===== config.mk =====
export PLATFORM = sky130hd
export DESIGN_NAME = stdout_uart_tx
export DESIGN_NICKNAME = d
export VERILOG_FILES = /design/src/rtl/stdout_uart_tx.sv
export SDC_FILE = /design/constraint.sdc
export NUM_CORES = 1
export LEC_CHECK = 0
export CORE_ASPECT_RATIO = 1.1
export CORE_MARGIN = 2
export CORE_UTILIZATION = 43
export DETAILED_ROUTE_END_ITERATION = 8
export PLACE_DENSITY = 0.67
export SYNTH_ARGS = -nofsm -noshare
export SYNTH_HDL_FRONTEND = slang
export SYNTH_SLANG_ARGS = --single-unit

===== constraint.sdc =====
create_clock -name clk -period 3.61 [get_ports clk]
set_clock_uncertainty 0.1 [all_clocks]
set_input_delay 0.9025 -clock clk [delete_from_list [all_inputs] [get_ports clk]]
set_output_delay 0.9025 -clock clk [all_outputs]
set_load 0.005 [all_outputs]

===== src/rtl/stdout_uart_tx.sv =====
// stdout_uart_tx: buffers processor stdout bytes in a FIFO and sends them as 8N1 UART frames
module stdout_uart_tx #(
  parameter int CLK_DIV    = 104,
  parameter int FIFO_DEPTH = 16
) (
  input  logic                          clk,
  input  logic                          reset,
  input  logic [7:0]                    stdout,
  input  logic                          stdout_en,
  output logic                          tx,
  output logic                          busy,
  output logic                          stall,
  output logic                          overflow,
  output logic [$clog2(FIFO_DEPTH):0]   count
);
  localparam int AW = $clog2(FIFO_DEPTH);
  localparam int BW = $clog2(CLK_DIV);
  localparam logic [AW:0]   L_FULL = (AW+1)'(FIFO_DEPTH);
  localparam logic [AW:0]   L_HIGH = (AW+1)'(FIFO_DEPTH-1);
  localparam logic [BW-1:0] L_BMAX = BW'(CLK_DIV-1);
  typedef enum logic [1:0] {IDLE, START, DATA, STOP} state_t;
  state_t        r_state, w_state;
  logic [BW-1:0] r_baud, w_baud;
  logic [2:0]    r_idx, w_idx;
  logic [7:0]    r_sh, w_sh;
  logic          r_tx, w_tx;
  logic [7:0]    r_mem [FIFO_DEPTH];
  logic [AW-1:0] r_wp, r_rp;
  logic [AW:0]   r_count;
  logic          r_ovf;
  logic [7:0]    w_head;
  logic          w_avail, w_tc, w_pop, w_wr;
  assign w_head   = r_mem[r_rp];
  assign w_avail  = r_count != '0;
  assign w_tc     = r_baud == '0;
  assign w_pop    = w_avail && (r_state == IDLE || (r_state == STOP && w_tc));
  assign w_wr     = stdout_en && (r_count != L_FULL || w_pop);
  assign tx       = r_tx;
  assign overflow = r_ovf;
  assign count    = r_count;
  assign stall    = r_count >= L_HIGH;
  assign busy     = r_state != IDLE || w_avail;
  // FIFO storage; contents need no reset since pointers and count qualify them
  always_ff @(posedge clk)
    if (w_wr) r_mem[r_wp] <= stdout;
  // FIFO pointers, occupancy and sticky drop flag
  always_ff @(posedge clk or negedge reset)
    if (!reset) begin
      r_wp    <= '0;
      r_rp    <= '0;
      r_count <= '0;
      r_ovf   <= 1'b0;
    end else begin
      r_wp    <= w_wr ? r_wp + 1'b1 : r_wp;
      r_rp    <= w_pop ? r_rp + 1'b1 : r_rp;
      r_count <= r_count + {{AW{1'b0}}, w_wr} - {{AW{1'b0}}, w_pop};
      r_ovf   <= r_ovf || (stdout_en && !w_wr);
    end
  // Transmitter state register; reset abandons any frame and drives the line idle
  always_ff @(posedge clk or negedge reset)
    if (!reset) begin
      r_state <= IDLE;
      r_baud  <= '0;
      r_idx   <= '0;
      r_sh    <= '0;
      r_tx    <= 1'b1;
    end else begin
      r_state <= w_state;
      r_baud  <= w_baud;
      r_idx   <= w_idx;
      r_sh    <= w_sh;
      r_tx    <= w_tx;
    end
  // Next-state and registered line value; STOP chains straight into START when data waits
  always_comb begin
    w_state = r_state;
    w_baud  = w_tc ? L_BMAX : r_baud - 1'b1;
    w_idx   = r_idx;
    w_sh    = r_sh;
    w_tx    = r_tx;
    case (r_state)
      IDLE: begin
        w_baud = L_BMAX;
        w_tx   = !w_avail;
        w_state = w_avail ? START : IDLE;
        w_sh   = w_avail ? w_head : r_sh;
      end
      START: if (w_tc) begin
        w_state = DATA;
        w_idx   = '0;
        w_tx    = r_sh[0];
      end
      DATA: if (w_tc) begin
        if (r_idx == 3'd7) begin
          w_state = STOP;
          w_tx    = 1'b1;
        end else begin
          w_sh  = r_sh >> 1;
          w_idx = r_idx + 1'b1;
          w_tx  = r_sh[1];
        end
      end
      STOP: if (w_tc) begin
        w_state = w_avail ? START : IDLE;
        w_sh    = w_avail ? w_head : r_sh;
        w_tx    = !w_avail;
      end
      default: w_state = IDLE;
    endcase
  end
endmodule

**Yosys cells after proc, flatten, opt, wreduce, memory -nomap -nowiden**

Memory sizes are Yosys's and may differ from the RTL's.
Index checks and enable logic that the tools add are counted.

- Bits in registers: 35
- Bits in latches: 0
- Memory bits (writable): 128
- ROM bits: 0
- Input bits: 11
- Output and inout bits: 9
- Logic and storage cells: 71
- Memories kept: 1

- Add/sub/neg operators: 6
- Multipliers: 0
- Div/mod/pow operators: 0
- Magnitude comparators: 1
- Equality and inequality tests: 10
- Shift operators: 0
- Mux-type cells: 24
- Bitwise logic cells: 0
- Reductions and logical operators: 20

Memories:

| name | depth | bits a word | read ports | clocked after memory_dff | wr ports | RTL line | text |
|---|---|---|---|---|---|---|---|
| r_mem | 16 | 8 | 1 | 0 | 1 | 27 | `logic [7:0] r_mem [FIFO_DEPTH];` |

Operators by type and width:

| cell | number |
|---|---|
| 8-bit 2-to-1 mux | 4 |
| 8-bit one-hot mux with 3 select lines | 1 |
| 7-bit 2-to-1 mux | 2 |
| 4-bit AND reduction | 3 |
| 2-bit != test (second input constant) | 5 |
| 3-bit 2-to-1 mux | 3 |
| 4-bit by 1-bit adder with 4-bit output (second input constant) | 2 |
| 2-bit 2-to-1 mux | 4 |
| 2-bit one-hot mux with 4 select lines | 1 |
| 7-bit logical NOT | 1 |
| 1-bit 2-to-1 mux | 7 |
| 7-bit by 1-bit subtractor with 7-bit output (second input constant) | 1 |
| 3-bit one-hot mux with 2 select lines | 1 |
| 5-bit by 1-bit adder with 5-bit output | 1 |
| 5-bit by 4-bit greater-or-equal comparator with 1-bit output (second input constant) | 1 |
| 5-bit != test (second input constant) | 1 |
| 5-bit nonzero test | 1 |
| 5-bit by 1-bit subtractor with 5-bit output | 1 |
| 2-bit equality test (second input constant) | 2 |
| 1-bit logical AND | 4 |
| 1-bit logical OR | 4 |
| 1-bit one-hot mux with 4 select lines | 1 |
| 2-bit nonzero test | 2 |
| 3-bit by 1-bit adder with 3-bit output (second input constant) | 1 |
| other kinds (6) | 7 |

**Depth between registers and ports, before layout**

Gate-level depths: netlist (run 1).

- Depth in word-level cells: 9
- Gate-level depth with buffers: 15
- Depth with buffers taken out: 14

**Worst setup path before layout (run 1)**

OpenSTA, ideal clock, no wires.

- Kind: flip-flop to flip-flop
- From: reg r_baud[0]
- To: reg r_count[4] (netlist: count[4])
- Setup time: 0.080 ns
- Data arrival time: 2.599 ns
- Required time: 3.430 ns
- Slack: 0.831 ns
- Stages on the path, launching flop included: 16
- Path buffers: 1
- Cells stage by stage: dfrtp_1 -> inv_1 -> ha_1 -> nor4b_4 -> a311oi_1 -> nor2b_1 -> buf_4 -> inv_1 -> ha_1 -> inv_1 -> ha_1 -> fa_1 -> a21oi_1 -> nor2_1 -> nor2_1 -> xnor2_1

- Longest elaborated chain between the ends: 8

RTL lines:

| item | RTL line | text |
|---|---|---|
| from (decl) | 23 | `logic [BW-1:0] r_baud, w_baud;` |
| from (signal assigned) | 69 | `r_baud <= w_baud;` |
| 7-bit logical NOT (*) | 35 | `assign w_tc = r_baud == '0;` |
| 1-bit logical AND (*) | 36 | `assign w_pop = w_avail && (r_state == IDLE \|\| (r_state == STOP && w_tc));` |
| 1-bit logical OR (*) | 36 |  |
| 1-bit logical AND (*) | 36 |  |
| 1-bit logical OR | 37 | `assign w_wr = stdout_en && (r_count != L_FULL \|\| w_pop);` |
| 1-bit logical AND | 37 |  |
| 5-bit by 1-bit adder with 5-bit output | 56 | `r_count <= r_count + {{AW{1'b0}}, w_wr} - {{AW{1'b0}}, w_pop};` |
| 5-bit by 1-bit subtractor with 5-bit output (*) | 56 |  |
| to (signal assigned) | 56 |  |
| to (decl) | 29 | `logic [AW:0] r_count;` |

Mark *: on every way between the ends. The rest lies on a longest branch, timed or not.
A chain may end at the register's enable or synchronous reset.

**Final worst setup path (run 1)**

- From: reg r_count[2] (netlist: count[2])
- To: out busy

- Longest elaborated chain between the ends: 2

RTL lines:

| item | RTL line | text |
|---|---|---|
| 5-bit nonzero test | 34 | `assign w_avail = r_count != '0;` |
| 1-bit logical OR | 42 | `assign busy = r_state != IDLE \|\| w_avail;` |
| to (decl) | 11 | `output logic busy,` |

Every way passes these cells.

==> impl_metrics.prom, run 1 <==
# TYPE chip_impl_metric gauge
chip_impl_info{name="run_status",value="complete, no violations"} 1
chip_impl_metric{name="post_drt_via_cell_ratio",unit=""} 5.34
chip_impl_metric{name="finalSetupViolations",unit=""} 0
chip_impl_metric{name="globalRouteOverflowTotal",unit=""} 0
chip_impl_metric{name="floorplan.rows",unit=""} 48
chip_impl_metric{name="synth_seq_area_share",unit="%"} 67.7
chip_impl_metric{name="die_height",unit="um"} 138
chip_impl_metric{name="synth_enable_flop_cells",unit=""} 128
chip_impl_metric{name="post-route-util",unit="%"} 50.8
chip_impl_info{name="worstPathCellList",value="inv_1, ha_1, nor4b_2, nand2_1, clkdlybuf4s50_1"} 1
chip_impl_metric{name="postCtsResizedCells",unit=""} 0
chip_impl_metric{name="drv.max_cap_violation_count",unit=""} 0
chip_impl_metric{name="path_max_fanout",unit=""} 5
chip_impl_metric{name="drt_iter0_markers",unit=""} 293
chip_impl_metric{name="postRouteAntennaNets",unit=""} 0
chip_impl_metric{name="synthCells",unit=""} 458
chip_impl_info{name="dominant_register_cell_in_the_synthesized_netlist",value="sky130_fd_sc_hd__edfxtp_1"} 1
chip_impl_metric{name="core_region_area",unit="um^2"} 15800
chip_impl_metric{name="layout_min_cycle_time",unit="ns"} 3.14
chip_impl_info{name="timing_worst_setup_path_type",value="flop to output pin"} 1
chip_impl_metric{name="fmax",unit="GHz"} 0.318
chip_impl_metric{name="synth_nets",unit=""} 492
chip_impl_metric{name="vdd_ir_drop_max",unit="mV"} 0.355
chip_impl_metric{name="slew_headroom",unit="%"} 44.0
chip_impl_metric{name="boundaryPins",unit=""} 20
chip_impl_metric{name="async_flop_share",unit="%"} 21.5
chip_impl_metric{name="fp.dieW",unit="um"} 125
chip_impl_metric{name="cpPeakStageDelay",unit="ns"} 0.46
chip_impl_metric{name="postCtsSetupRepairBufs",unit=""} 0
chip_impl_metric{name="route.detailed.wl_per_inst",unit="um"} 18.8
chip_impl_info{name="timing.critical_path.from_type",value="flop"} 1
chip_impl_metric{name="cts_sinks",unit=""} 163
chip_impl_info{name="rsz0062_at_grt",value="no"} 1
chip_impl_metric{name="dr_total_vias",unit=""} 3801
chip_impl_metric{name="grt.total_usage",unit="%"} 16.7
chip_impl_metric{name="yosys_warnings",unit=""} 0
chip_impl_metric{name="worstPathBufferInverterCount",unit=""} 2
chip_impl_metric{name="grt_antenna_before_repair",unit=""} 0
chip_impl_metric{name="timing.critical_path.arrival",unit="ns"} 2.14
chip_impl_metric{name="place_hpwl",unit="mm"} 8.87
chip_impl_info{name="netlist.top_cell.by_area",value="sky130_fd_sc_hd__edfxtp_1"} 1
chip_impl_metric{name="power_leakage",unit="nW"} 3.25
chip_impl_metric{name="area_growth",unit="%"} 15.1
chip_impl_info{name="hp-class",value="flop to flop"} 1
chip_impl_metric{name="p_per_area",unit="nW/um^2"} 592
chip_impl_metric{name="worstRegToRegCells",unit=""} 14
chip_impl_metric{name="tns",unit="ns"} 0
chip_impl_metric{name="cts-hold-fix-buffers",unit=""} 0
chip_impl_metric{name="drt_pre_antenna_iters",unit=""} 4
chip_impl_info{name="critical_path.endpoint_type",value="output pin"} 1
chip_impl_metric{name="worst-endpoint-required",unit="ns"} 2.61
chip_impl_info{name="clockRootBuffer",value="sky130_fd_sc_hd__clkbuf_16"} 1
chip_impl_metric{name="floorplan.initialDensity",unit="%"} 44.1
chip_impl_metric{name="slew_at_the_pin_closest_to_its_max_slew_limit",unit="ns"} 0.840
chip_impl_metric{name="num-nets-final",unit=""} 533
chip_impl_metric{name="place.gp.congestion",unit=""} 0.775
chip_impl_metric{name="clk_transition_reported_paths",unit="ns"} 0.06
chip_impl_info{name="worstReg2RegStart",value="r_baud[0]$_DFF_PN0_"} 1
chip_impl_info{name="regToRegEndpoint",value="count[4]$_DFF_PN0_"} 1
chip_impl_metric{name="crit_cells",unit=""} 5
chip_impl_metric{name="drcViolationCount",unit=""} 0
chip_impl_metric{name="clock_insertion_delay_worst_skew",unit="ns"} 0.42
chip_impl_metric{name="ys_ff_latch",unit=""} 163
chip_impl_metric{name="place.port_buffers",unit=""} 19
chip_impl_metric{name="drv_slew",unit=""} 0
chip_impl_info{name="timing.critical_path.to",value="busy"} 1
chip_impl_metric{name="ys_types",unit=""} 47
chip_impl_metric{name="final_antenna_diode_count",unit=""} 0
chip_impl_info{name="cpMaxStageDelayCell",value="sky130_fd_sc_hd__clkdlybuf4s50_1"} 1
chip_impl_metric{name="grt_max_degree",unit=""} 36
chip_impl_info{name="synth.area.top_cells",value="sky130_fd_sc_hd__edfxtp_1 55%, sky130_fd_sc_hd__dfrtp_1 12%, sky130_fd_sc_hd__mux2i_1 7.5%"} 1
chip_impl_metric{name="maximum_clock_path_buffer_count",unit=""} 2
chip_impl_metric{name="htree_num_levels",unit=""} 4
chip_impl_metric{name="final_period_utilization",unit="%"} 87.0
chip_impl_metric{name="netlist.area_leader.share",unit="%"} 55.2
chip_impl_metric{name="timing.final.hold_violations",unit=""} 0
chip_impl_metric{name="cts_made_buffers",unit=""} 17
chip_impl_metric{name="fill_cells",unit=""} 1327
chip_impl_metric{name="first_pass_grt_wire_length",unit="mm"} 21.3
chip_impl_metric{name="reg2reg_setup_slack",unit="ns"} 0.66
chip_impl_metric{name="syn_area",unit="um^2"} 6970
chip_impl_info{name="cts_tree",value="yes"} 1
chip_impl_metric{name="vias_in_the_first_global_route",unit=""} 3849
chip_impl_info{name="path_delay_family",value="buffers and inverters"} 1
chip_impl_metric{name="avgSynthCellArea",unit="um^2"} 15.2
chip_impl_metric{name="final_layout_size_suffix_gt1_share",unit="%"} 14.1
chip_impl_metric{name="overall_routed_net_length",unit="mm"} 13.4
chip_impl_info{name="critPathLaunch",value="count[2]$_DFF_PN0_"} 1
chip_impl_metric{name="design.die.area",unit="um^2"} 17200
[synth_stat cells (2+ instances only)]
master / instances
sky130_fd_sc_hd__xor2_1: 5
sky130_fd_sc_hd__ha_1: 22
sky130_fd_sc_hd__a22o_1: 6
sky130_fd_sc_hd__nand2_1: 24
sky130_fd_sc_hd__a32o_1: 2
sky130_fd_sc_hd__nor2b_1: 5
sky130_fd_sc_hd__mux2i_1: 52
sky130_fd_sc_hd__edfxtp_1: 128
sky130_fd_sc_hd__mux2_2: 4
sky130_fd_sc_hd__xnor2_1: 9
sky130_fd_sc_hd__mux4_2: 8
sky130_fd_sc_hd__nand3_1: 7
sky130_fd_sc_hd__nor3_1: 8
sky130_fd_sc_hd__a21o_1: 4
sky130_fd_sc_hd__a31oi_1: 8
sky130_fd_sc_hd__a21oi_1: 22
sky130_fd_sc_hd__nor2_1: 30
sky130_fd_sc_hd__a22oi_1: 13
sky130_fd_sc_hd__o21ai_2: 2
sky130_fd_sc_hd__buf_2: 3
sky130_fd_sc_hd__and2_1: 2
sky130_fd_sc_hd__clkbuf_1: 6
sky130_fd_sc_hd__dfrtp_1: 34
sky130_fd_sc_hd__buf_6: 5
sky130_fd_sc_hd__nand2b_1: 4
sky130_fd_sc_hd__buf_4: 4
sky130_fd_sc_hd__inv_1: 17
sky130_fd_sc_hd__buf_1: 2
sky130_fd_sc_hd__o21ai_0: 4
[through the flow]
step           total power, mW  instance area, um^2  setup WS, ns  hold WS (ns)  instances
5_1_grt                   4.98                 8020         0.348         0.385        712
6_report                  4.75                 8020         0.469         0.354        712
3_5_place_dp              3.04                 7450         0.472         0.350        680
4_1_cts                   4.80                 8020         0.449         0.360        712
3_3_place_gp              3.00                 7450         0.495         0.340        680
2_1_floorplan             2.74                 6970         0.831         0.329        458
[layout make-up]
class	instances	area, um^2	area share, %
repair buffers	42	358	4.46
multi-input cells	258	2050	25.6
inverters	17	63.8	0.795
clock buffers	19	433	5.40
well taps	200	250	3.12
clock inverters	13	141	1.76
flip-flops and latches	163	4720	58.9
[worst min-delay path by stage]
stage,depth (start not counted),from,endpoint
floorplan,1,r_baud[0]$_DFF_PN0_,r_baud[0]$_DFF_PN0_
global placement,1,r_baud[0]$_DFF_PN0_,r_baud[0]$_DFF_PN0_
finish,1,overflow$_DFF_PN0_,overflow$_DFF_PN0_
global route,1,r_baud[0]$_DFF_PN0_,r_baud[0]$_DFF_PN0_
CTS,1,overflow$_DFF_PN0_,overflow$_DFF_PN0_
detailed placement,1,overflow$_DFF_PN0_,overflow$_DFF_PN0_
[where the power goes]
group | internal, mW | switching [mW]
Sequential | 2.24 | 0.113
Combinational | 0.293 | 0.345
Clock | 1.07 | 0.683
Total | 3.61 | 1.14
[registers in the layout (all words and copies together), names as in the netlist]
signal and count:
r_baud 7, count 5, overflow 1, r_mem 128, r_state 2, r_wp 4
r_rp 4, r_idx 3, r_sh 8, tx 1
[logic make-up (layout without fill, tap and decap cells)]
family | Yosys count | after routing | synth area share, %
adder cells (fa/ha/maj) | 23 | 23 | 4.24
AO/OA/AOI/OAI | 67 | 67 | 6.41
flip-flops | 163 | 163 | 67.7
multiplexers | 64 | 64 | 10.7
buffers and inverters | 37 | 91 | 2.80
AND/OR/NAND/NOR | 90 | 90 | 6.36
XOR/XNOR | 14 | 14 | 1.76
[cells in the final DEF, fill, tap and decap left out, drive strengths merged, types with 18 or more instances in the layout]
cell           instances
nor2                  31
dfrtp                 34
clkdlybuf4s50         18
mux2i                 52
ha                    22
clkbuf                19
buf                   24
edfxtp               128
nand2                 25
a21oi                 22
[metal layers]
metal | GRT usage, % | vias up | wire, um | part of all wire [%]
met4 | 6.48 | 0 | 254 | 1.9
met1 | 21.1 | 1908 | 5860 | 44
met3 | 3.88 | 18 | 514 | 3.8
li1 | - | 1799 | - | -
met5 | 0 | - | 0 | 0
met2 | 28.2 | 76 | 6780 | 51
Note: power is estimated with default switching activity, not from simulation.
==> run 2, diff against run 1 <==
- CTS_CLUSTER_DIAMETER: not set -> 50
==> results of run 2 <==
Final layout, timing and power as in run 1 (identical DEF).
